`src/rtl/fetch_stage_pkg.sv`:
```
// Shared pipeline definitions for the fetch front end and the IF/ID bundle
// that the ID stage consumes.
package fetch_stage_pkg;

  localparam int PC_W = 32;
  localparam logic [31:0] NOP_INSTR_DEF = 32'h0000_0013;
  localparam logic [PC_W-1:0] RESET_PC_DEF = 32'h0000_0000;

  typedef struct packed {
    logic [PC_W-1:0] pc;
    logic [31:0]     instr;
    logic            valid;
  } if_id_t;

endpackage

```
`src/rtl/fetch_pc_reg.sv`:
```
// Program counter with +4 increment and a prioritised next-PC select
// (run enable, hazard hold, branch redirect, sequential).
module fetch_pc_reg
  import fetch_stage_pkg::*;
#(
  parameter logic [PC_W-1:0] RESET_PC = RESET_PC_DEF
) (
  input  logic            clk_i,
  input  logic            rst_i,
  input  logic            start_i,
  input  logic            pc_write_i,
  input  logic            flush_i,
  input  logic [PC_W-1:0] branch_target_i,
  output logic [PC_W-1:0] pc_o
);

  logic [PC_W-1:0] pc_p0;
  logic [PC_W-1:0] pc_next;
  logic [PC_W-1:0] target_aligned;

  // Redirect targets are forced onto a word boundary.
  assign target_aligned = branch_target_i & ~32'h0000_0003;

  always_comb begin
    pc_next = pc_p0;
    if (start_i && pc_write_i) begin
      pc_next = flush_i ? target_aligned : pc_p0 + 32'd4;
    end
  end

  always_ff @(posedge clk_i) begin
    if (rst_i) begin
      pc_p0 <= RESET_PC;
    end else begin
      pc_p0 <= pc_next;
    end
  end

  assign pc_o = pc_p0;

endmodule

```
`src/rtl/fetch_stage.sv`:
```
// Instruction-fetch front end: PC register, IF/ID pipeline register and
// saturating stall/flush debug counters.
module fetch_stage
  import fetch_stage_pkg::*;
#(
  parameter logic [PC_W-1:0] RESET_PC  = RESET_PC_DEF,
  parameter logic [31:0]     NOP_INSTR = NOP_INSTR_DEF,
  parameter int              CNT_W     = 16
) (
  input  logic             clk_i,
  input  logic             rst_i,
  input  logic             start_i,
  input  logic             pc_write_i,
  input  logic             stall_i,
  input  logic             flush_i,
  input  logic [PC_W-1:0]  branch_target_i,
  output logic [PC_W-1:0]  imem_addr_o,
  input  logic [31:0]      imem_instr_i,
  output logic [PC_W-1:0]  if_id_pc_o,
  output logic [31:0]      if_id_instr_o,
  output logic             if_id_valid_o,
  output logic [CNT_W-1:0] stall_cnt_o,
  output logic [CNT_W-1:0] flush_cnt_o
);

  localparam if_id_t BUBBLE = '{pc: '0, instr: NOP_INSTR, valid: 1'b0};
  localparam logic [CNT_W-1:0] CNT_ONE = 1;

  function automatic logic [CNT_W-1:0] sat_inc(input logic [CNT_W-1:0] v);
    return (v == {CNT_W{1'b1}}) ? v : v + CNT_ONE;
  endfunction

  logic [PC_W-1:0]  pc_p0;
  if_id_t           if_id_p1;
  logic [CNT_W-1:0] stall_cnt_p1;
  logic [CNT_W-1:0] flush_cnt_p1;
  logic             flush_accept;

  fetch_pc_reg #(
    .RESET_PC(RESET_PC)
  ) u_pc_reg (
    .clk_i          (clk_i),
    .rst_i          (rst_i),
    .start_i        (start_i),
    .pc_write_i     (pc_write_i),
    .flush_i        (flush_i),
    .branch_target_i(branch_target_i),
    .pc_o           (pc_p0)
  );

  assign imem_addr_o = pc_p0;

  // IF -> ID boundary
  always_ff @(posedge clk_i) begin
    if (rst_i) begin
      if_id_p1 <= BUBBLE;
    end else if (!start_i) begin
      if_id_p1 <= BUBBLE;
    end else if (!stall_i) begin
      if_id_p1 <= flush_i ? BUBBLE : '{pc: pc_p0, instr: imem_instr_i, valid: 1'b1};
    end
  end

  assign flush_accept = start_i && flush_i && !stall_i && pc_write_i;

  always_ff @(posedge clk_i) begin
    if (rst_i) begin
      stall_cnt_p1 <= '0;
      flush_cnt_p1 <= '0;
    end else begin
      if (start_i && stall_i) stall_cnt_p1 <= sat_inc(stall_cnt_p1);
      if (flush_accept)       flush_cnt_p1 <= sat_inc(flush_cnt_p1);
    end
  end

  assign if_id_pc_o    = if_id_p1.pc;
  assign if_id_instr_o = if_id_p1.instr;
  assign if_id_valid_o = if_id_p1.valid;
  assign stall_cnt_o   = stall_cnt_p1;
  assign flush_cnt_o   = flush_cnt_p1;

endmodule
```
`config.mk`:
```
export PLATFORM = sky130hd
export DESIGN_NAME = fetch_stage
export DESIGN_NICKNAME = d
export VERILOG_FILES = /design/src/rtl/fetch_stage_pkg.sv /design/src/rtl/fetch_pc_reg.sv /design/src/rtl/fetch_stage.sv
export SDC_FILE = /design/constraint.sdc
export NUM_CORES = 1
export LEC_CHECK = 0
export BUFFER_PORTS_ARGS = -buffer_cell sky130_fd_sc_hd__buf_2
export CORE_MARGIN = 10
export CORE_UTILIZATION = 30
export CTS_BUF_LIST = sky130_fd_sc_hd__clkbuf_8
export DETAILED_ROUTE_END_ITERATION = 16
export GPL_TIMING_DRIVEN = 1
export SKIP_CTS_REPAIR_TIMING = 1
export SLEW_MARGIN = 20
export SYNTH_ARGS = -nofsm -noshare
export SYNTH_HDL_FRONTEND = slang
export SYNTH_HIERARCHICAL = 1
export SYNTH_SLANG_ARGS = --single-unit
```
`constraint.sdc`:
```
create_clock -name clk_i -period 2.3 [get_ports clk_i]
set_input_delay 0.345 -clock clk_i [delete_from_list [all_inputs] [get_ports clk_i]]
set_output_delay 0.345 -clock clk_i [all_outputs]
set_load 0.01 [all_outputs]
```
Word-level counts from Yosys, hierarchy flattened
Cells that the tools add are included.
{"block": "word_totals", "regBits": 129, "latchBits": 0, "ramBits": 0, "rom_bits": 0, "in_bits": 70, "output_inout_bits": 129, "wordCells": 25, "mem_count": 0}
{"block": "op_classes", "addsub": 3, "multipliers": 0, "div_mod_pow": 0, "magnitude_cmp": 0, "n_eq_ne": 2, "shifts": 0, "n_mux": 2, "bitwise": 3, "n_reduce_logical": 9}
{"cell": "$mux 65", "count": 1}
{"cell": "$add 16x1->16 const B", "count": 2}
{"cell": "$add 32x3->32 const B", "count": 1}
{"cell": "$eq 16x16->1 const B", "count": 2}
{"cell": "$mux 32", "count": 1}
{"cell": "$logic_and 1x1->1", "count": 5}
{"cell": "$reduce_and 2->1", "count": 2}
{"cell": "$not 1->1", "count": 3}
{"cell": "$reduce_or 2->1", "count": 1}
{"cell": "$logic_not 1->1", "count": 1}

Logic depth before layout (Yosys ltp)
{"block": "logic_depth", "ltp_word": 4, "ltp_mapped": 7, "depth_no_buf": 6}

By module
The synthesis kept the hierarchy.
{"mod": "fetch_stage", "n_inst": 1, "cells_per_inst": 409, "area_per_inst_um2": 3746.1, "seq_area_each_um2": 1941.9}
{"mod": "fetch_pc_reg", "n_inst": 1, "cells_per_inst": 303, "area_per_inst_um2": 2209.6, "seq_area_each_um2": 600.6}

Worst setup path after synthesis
No wires, ideal clock.
{"block": "synth_path", "path_kind": "register to register", "start": "register u_pc_reg.pc_p0[2], in the netlist u_pc_reg/pc_o[2]", "end": "register u_pc_reg.pc_p0[26], in the netlist u_pc_reg/pc_o[26]", "setup_time_ns": 0.095, "arrival_ns": 1.796, "required_time_ns": 2.205, "setup_slack_ns": 0.409, "stages_incl_launch_ff": 7, "n_path_buf": 1, "synth_period_minus_slack_ns": 1.891, "cell_sequence": "dfxtp_1 ha_1 and4_1 buf_2 nand3_2 or3_1 o311ai_1"}
{"block": "synth_between", "elab_chain_cells": 2}
{"item": "start: declaration", "line": "fetch_pc_reg.sv:17", "rtl": "logic [PC_W-1:0] pc_p0;"}
{"item": "start signal: assignment", "line": "fetch_pc_reg.sv:35", "rtl": "pc_p0 <= pc_next;"}
{"item": "$add 32x3->32", "line": "fetch_pc_reg.sv:27", "rtl": "pc_next = flush_i ? target_aligned : pc_p0 + 32'd4;"}
{"item": "$mux 32", "line": "fetch_pc_reg.sv:27"}
No other way between the ends.
A chain may end at the register's enable or synchronous reset.

Final worst setup path
{"block": "layout_path", "start": "register u_pc_reg.pc_p0[10], in the netlist u_pc_reg/pc_o[10]", "end": "register u_pc_reg.pc_p0[25], in the netlist u_pc_reg/pc_o[25]"}
Same word-level chain as after synthesis.

==> run_results.csv <==
group,metric,value,unit
detailed_routing,num_vias,6199,
layout,antennaDiodeCount,0,
power,power_density,598.6,nW/um2
power,power_leakage,3.162,nW
floorplan,placementRows,51,
logic_synthesis,synth_top_flop_cell,"dfxtp_1",
placement,gp_congestion,0.8054,
layout,layout-drive-gt1-share,0.3039,
logic_synthesis,synth_top_family_by_area,"simple AND/OR/NAND/NOR gates",
clock_network,cts.sinks,127,
logic_synthesis,yosys.area_share.xor_xnor,0.03235,
sta,layout_min_cycle_time,2.031,ns
clock_network,clk_pin_slew,0.08,ns
sta,min_period_over_period,0.8833,
placement,place_inst,1151,
power,irDropWorstVdd,0.3110,mV
sta,hold_viol,0,
clock_network,tritoncts,"yes",
logic_synthesis,synth_fa_ha_area_frac,0.006303,
logic_synthesis,yosys.area_share.simple,0.2748,
worst_hold_path,hold_class,"input port to register",
critical_path,crit_type,"register to register",
detailed_routing,wl_per_cell,17.66,um
run_status,status,"finished, final reports clean",
logic_synthesis,synth-compound-area-share,0.1977,
sta,rsz0062_at_grt,"no",
logic_synthesis,synth_cells,712,
layout,nets,978,
placement,place_hpwl,15130,um
critical_path,path_max_fanout,11,
critical_path,critPathLaunchType,"register",
logic_synthesis,synthArstFlopShare,0,
logic_synthesis,synthMuxAreaShare,0.01618,
sta,setup_viol,0,
logic_synthesis,synth_area_leaders,"dfxtp_1 43%, a22oi_1 7.8%, nor2_1 7.3%",
global_route,grt_max_degree,52,
detailed_routing,vias_per_cell,5.240,
global_route,antenna_found_initial,0,
sta,max_freq,492.2,MHz
sta,fin_worst_skew,0.01193,ns
sta,timing_worst_slew_pin_value,0.6758,ns
logic_synthesis,synth_edf_count,0,
layout,stdcell_count,1183,
clock_network,cts_made_buffers,17,
floorplan,die_w,160.9,um
detailed_routing,drt_wl_total,20900,um
global_route,grt_pass1_wl,33310,um
logic_synthesis,syn_area_per_cell,8.365,um2
critical_path,r2r_setup_slack,0.27,ns
run,drv_cap,0,
logic_synthesis,yosysTopAreaCellShare,0.4269,
power,power.total,4.604,mW
floorplan,start_util,0.3050,
floorplan,pin_count,199,
logic_synthesis,netlist.top_cell.by_area,"dfxtp_1",
logic_synthesis,yosys_warnings,6,
floorplan,core_area,19530,um2
clock_network,cts_max_level,4,
detailed_routing,drt_pass1_iterations,5,
clock_network,clock_latency,0.44,ns
sta,fin_tns_setup,0,ns
floorplan,die-area,25890,um2
global_route,first_global_vias,5989,
logic_synthesis,netlist_area,5956,um2
layout,area_delta_synth_final,29.14,%
critical_path,arrival,2.36,ns
detailed_routing,first_iter_violations,413,
detailed_routing,antenna_left,0,
global_route,grt-ovfl-total,0,
sta,drv_slew,0,
logic_synthesis,ys_seq_area_frac,0.4269,
critical_path,critical_path_required,2.62,ns
critical_path,end_kind,"register",
detailed_routing,drc,0,
logic_synthesis,yosysUniqueCellTypes,67,
logic_synthesis,synth-seq-cells,127,
sta,slew_headroom,0.5460,
clock_network,cts-root-buf,"clkbuf_8",
floorplan,die_y,160.9,um
global_route,track_usage,0.1572,
clock_network,clockBufferDepth,2,
placement,io_buffers,194,
## cells by family after synthesis
group	after synthesis
AOI/OAI and AO/OA	167
other	1
muxes	9
xor gates and xnor gates	22
DFF	127
buffers and inverters	64
adders and majority gates	3
and+or+nand+nor	319
## synthesized netlist by cell type, types with 3 or more instances
master and instances:
o211ai_1 3, a22o_1 4, nor4b_1 3, o21ai_0 14, nand2_1 47, and2_1 5
a21o_1 4, xnor2_1 16, o311ai_0 3, nor2b_1 4, o41ai_1 3, o31ai_1 4
nand4_1 30, a22oi_1 62, a211oi_1 7, a31oi_1 15, nor3b_1 3, nor4_1 13
clkbuf_1 40, buf_2 11, or2_2 3, o22ai_1 5, and3_1 13, dfxtp_1 127
inv_1 7, nand3_1 29, a21oi_1 24, ha_1 3, and4_1 9, or3_1 8
nor3_1 19, nor2_1 116, mux2i_1 7, xor2_1 6
## worst max-delay path, cell delays in order, from the launching register on
cell and delay [ns]:
dfxtp_1 0.55, and4_1 0.39, nand3_1 0.29, or3_1 0.41, o311ai_0 0.29
## path summary, 6_finish.rpt
| path | startpoint | endpoint | depth (start not counted) |
|---|---|---|---|
| max | u_pc_reg/pc_o[10]$_SDFFE_PP0P_ | u_pc_reg/pc_o[25]$_SDFFE_PP0P_ | 4 |
| min | imem_instr_i[4] | if_id_instr_o[4]$_SDFFE_PP1N_ | 3 |
| max reg2reg | u_pc_reg/pc_o[10]$_SDFFE_PP0P_ | u_pc_reg/pc_o[25]$_SDFFE_PP0P_ | 4 |
| min reg2reg | if_id_valid_o$_SDFFE_PP0N_ | if_id_valid_o$_SDFFE_PP0N_ | 2 |
## state kept, by name, summed over array words and instances, names as in the netlist
signal         count
u_pc_reg/pc_o     30
if_id_valid_o      1
flush_cnt_o       16
if_id_instr_o     32
stall_cnt_o       16
if_id_pc_o        32
## metrics by stage
step           setup slack (ns)  utilization  hold WS [ns]  instance area, um2
2_1_floorplan            0.4088            -        0.4441                5959
3_3_place_gp             0.3137       0.3756        0.4626                7333
3_5_place_dp             0.2598       0.3756        0.4705                7333
4_1_cts                  0.2528       0.3939       0.07663                7691
5_1_grt                 0.05084       0.3939        0.1015                7691
6_report                 0.2685       0.3939        0.1163                7691
## report_power, final
part | total (mW) | internal [mW] | switching, mW
clock network | 1.80 | 0.847 | 0.958
registers | 2.31 | 2.25 | 0.0638
logic | 0.488 | 0.197 | 0.291
## layer usage
metal	vias to the layer above	share of wire	GRT usage	routed length (um)
met1	2893	0.42	0.1931	8766
met5	-	0	0	0
li1	3015	-	-	-
met2	278	0.47	0.2551	9886
met3	13	0.097	0.05496	2027
met4	0	0.010	0.04260	216
## area by class of cell
cell class / instances / area, um2
Fill cell: 2069 / 11840
Multi-Input combinational cell: 522 / 3158
Sequential cell: 127 / 2542
Clock inverter: 15 / 123.9
Clock buffer: 17 / 234.0
Timing Repair Buffer: 229 / 1271
Inverter: 8 / 30.03
Tap cell: 265 / 331.6
## layout by cell type, fill, tap and decap left out, types with 4 or more instances in the layout
| cell type | count |
|---|---|
| a21oi_1 | 24 |
| inv_1 | 9 |
| a22o_1 | 4 |
| nand3_1 | 29 |
| clkbuf_8 | 17 |
| a21o_1 | 4 |
| buf_4 | 32 |
| and3_1 | 13 |
| a22oi_1 | 62 |
| xnor2_1 | 16 |
| nand2_1 | 47 |
| or3_1 | 8 |
| nor4_1 | 13 |
| o31ai_1 | 4 |
| and2_1 | 5 |
| and4_1 | 9 |
| nor3_1 | 19 |
| o22ai_1 | 5 |
| dfxtp_1 | 127 |
| mux2i_1 | 7 |
| nor2_1 | 115 |
| nand4_1 | 30 |
| buf_2 | 194 |
| o21ai_0 | 14 |
| clkinv_2 | 4 |
| a31oi_1 | 15 |
| a211oi_1 | 7 |
| xor2_1 | 6 |
| nor2b_1 | 4 |
Note: power is estimated with default switching activity, not from simulation.
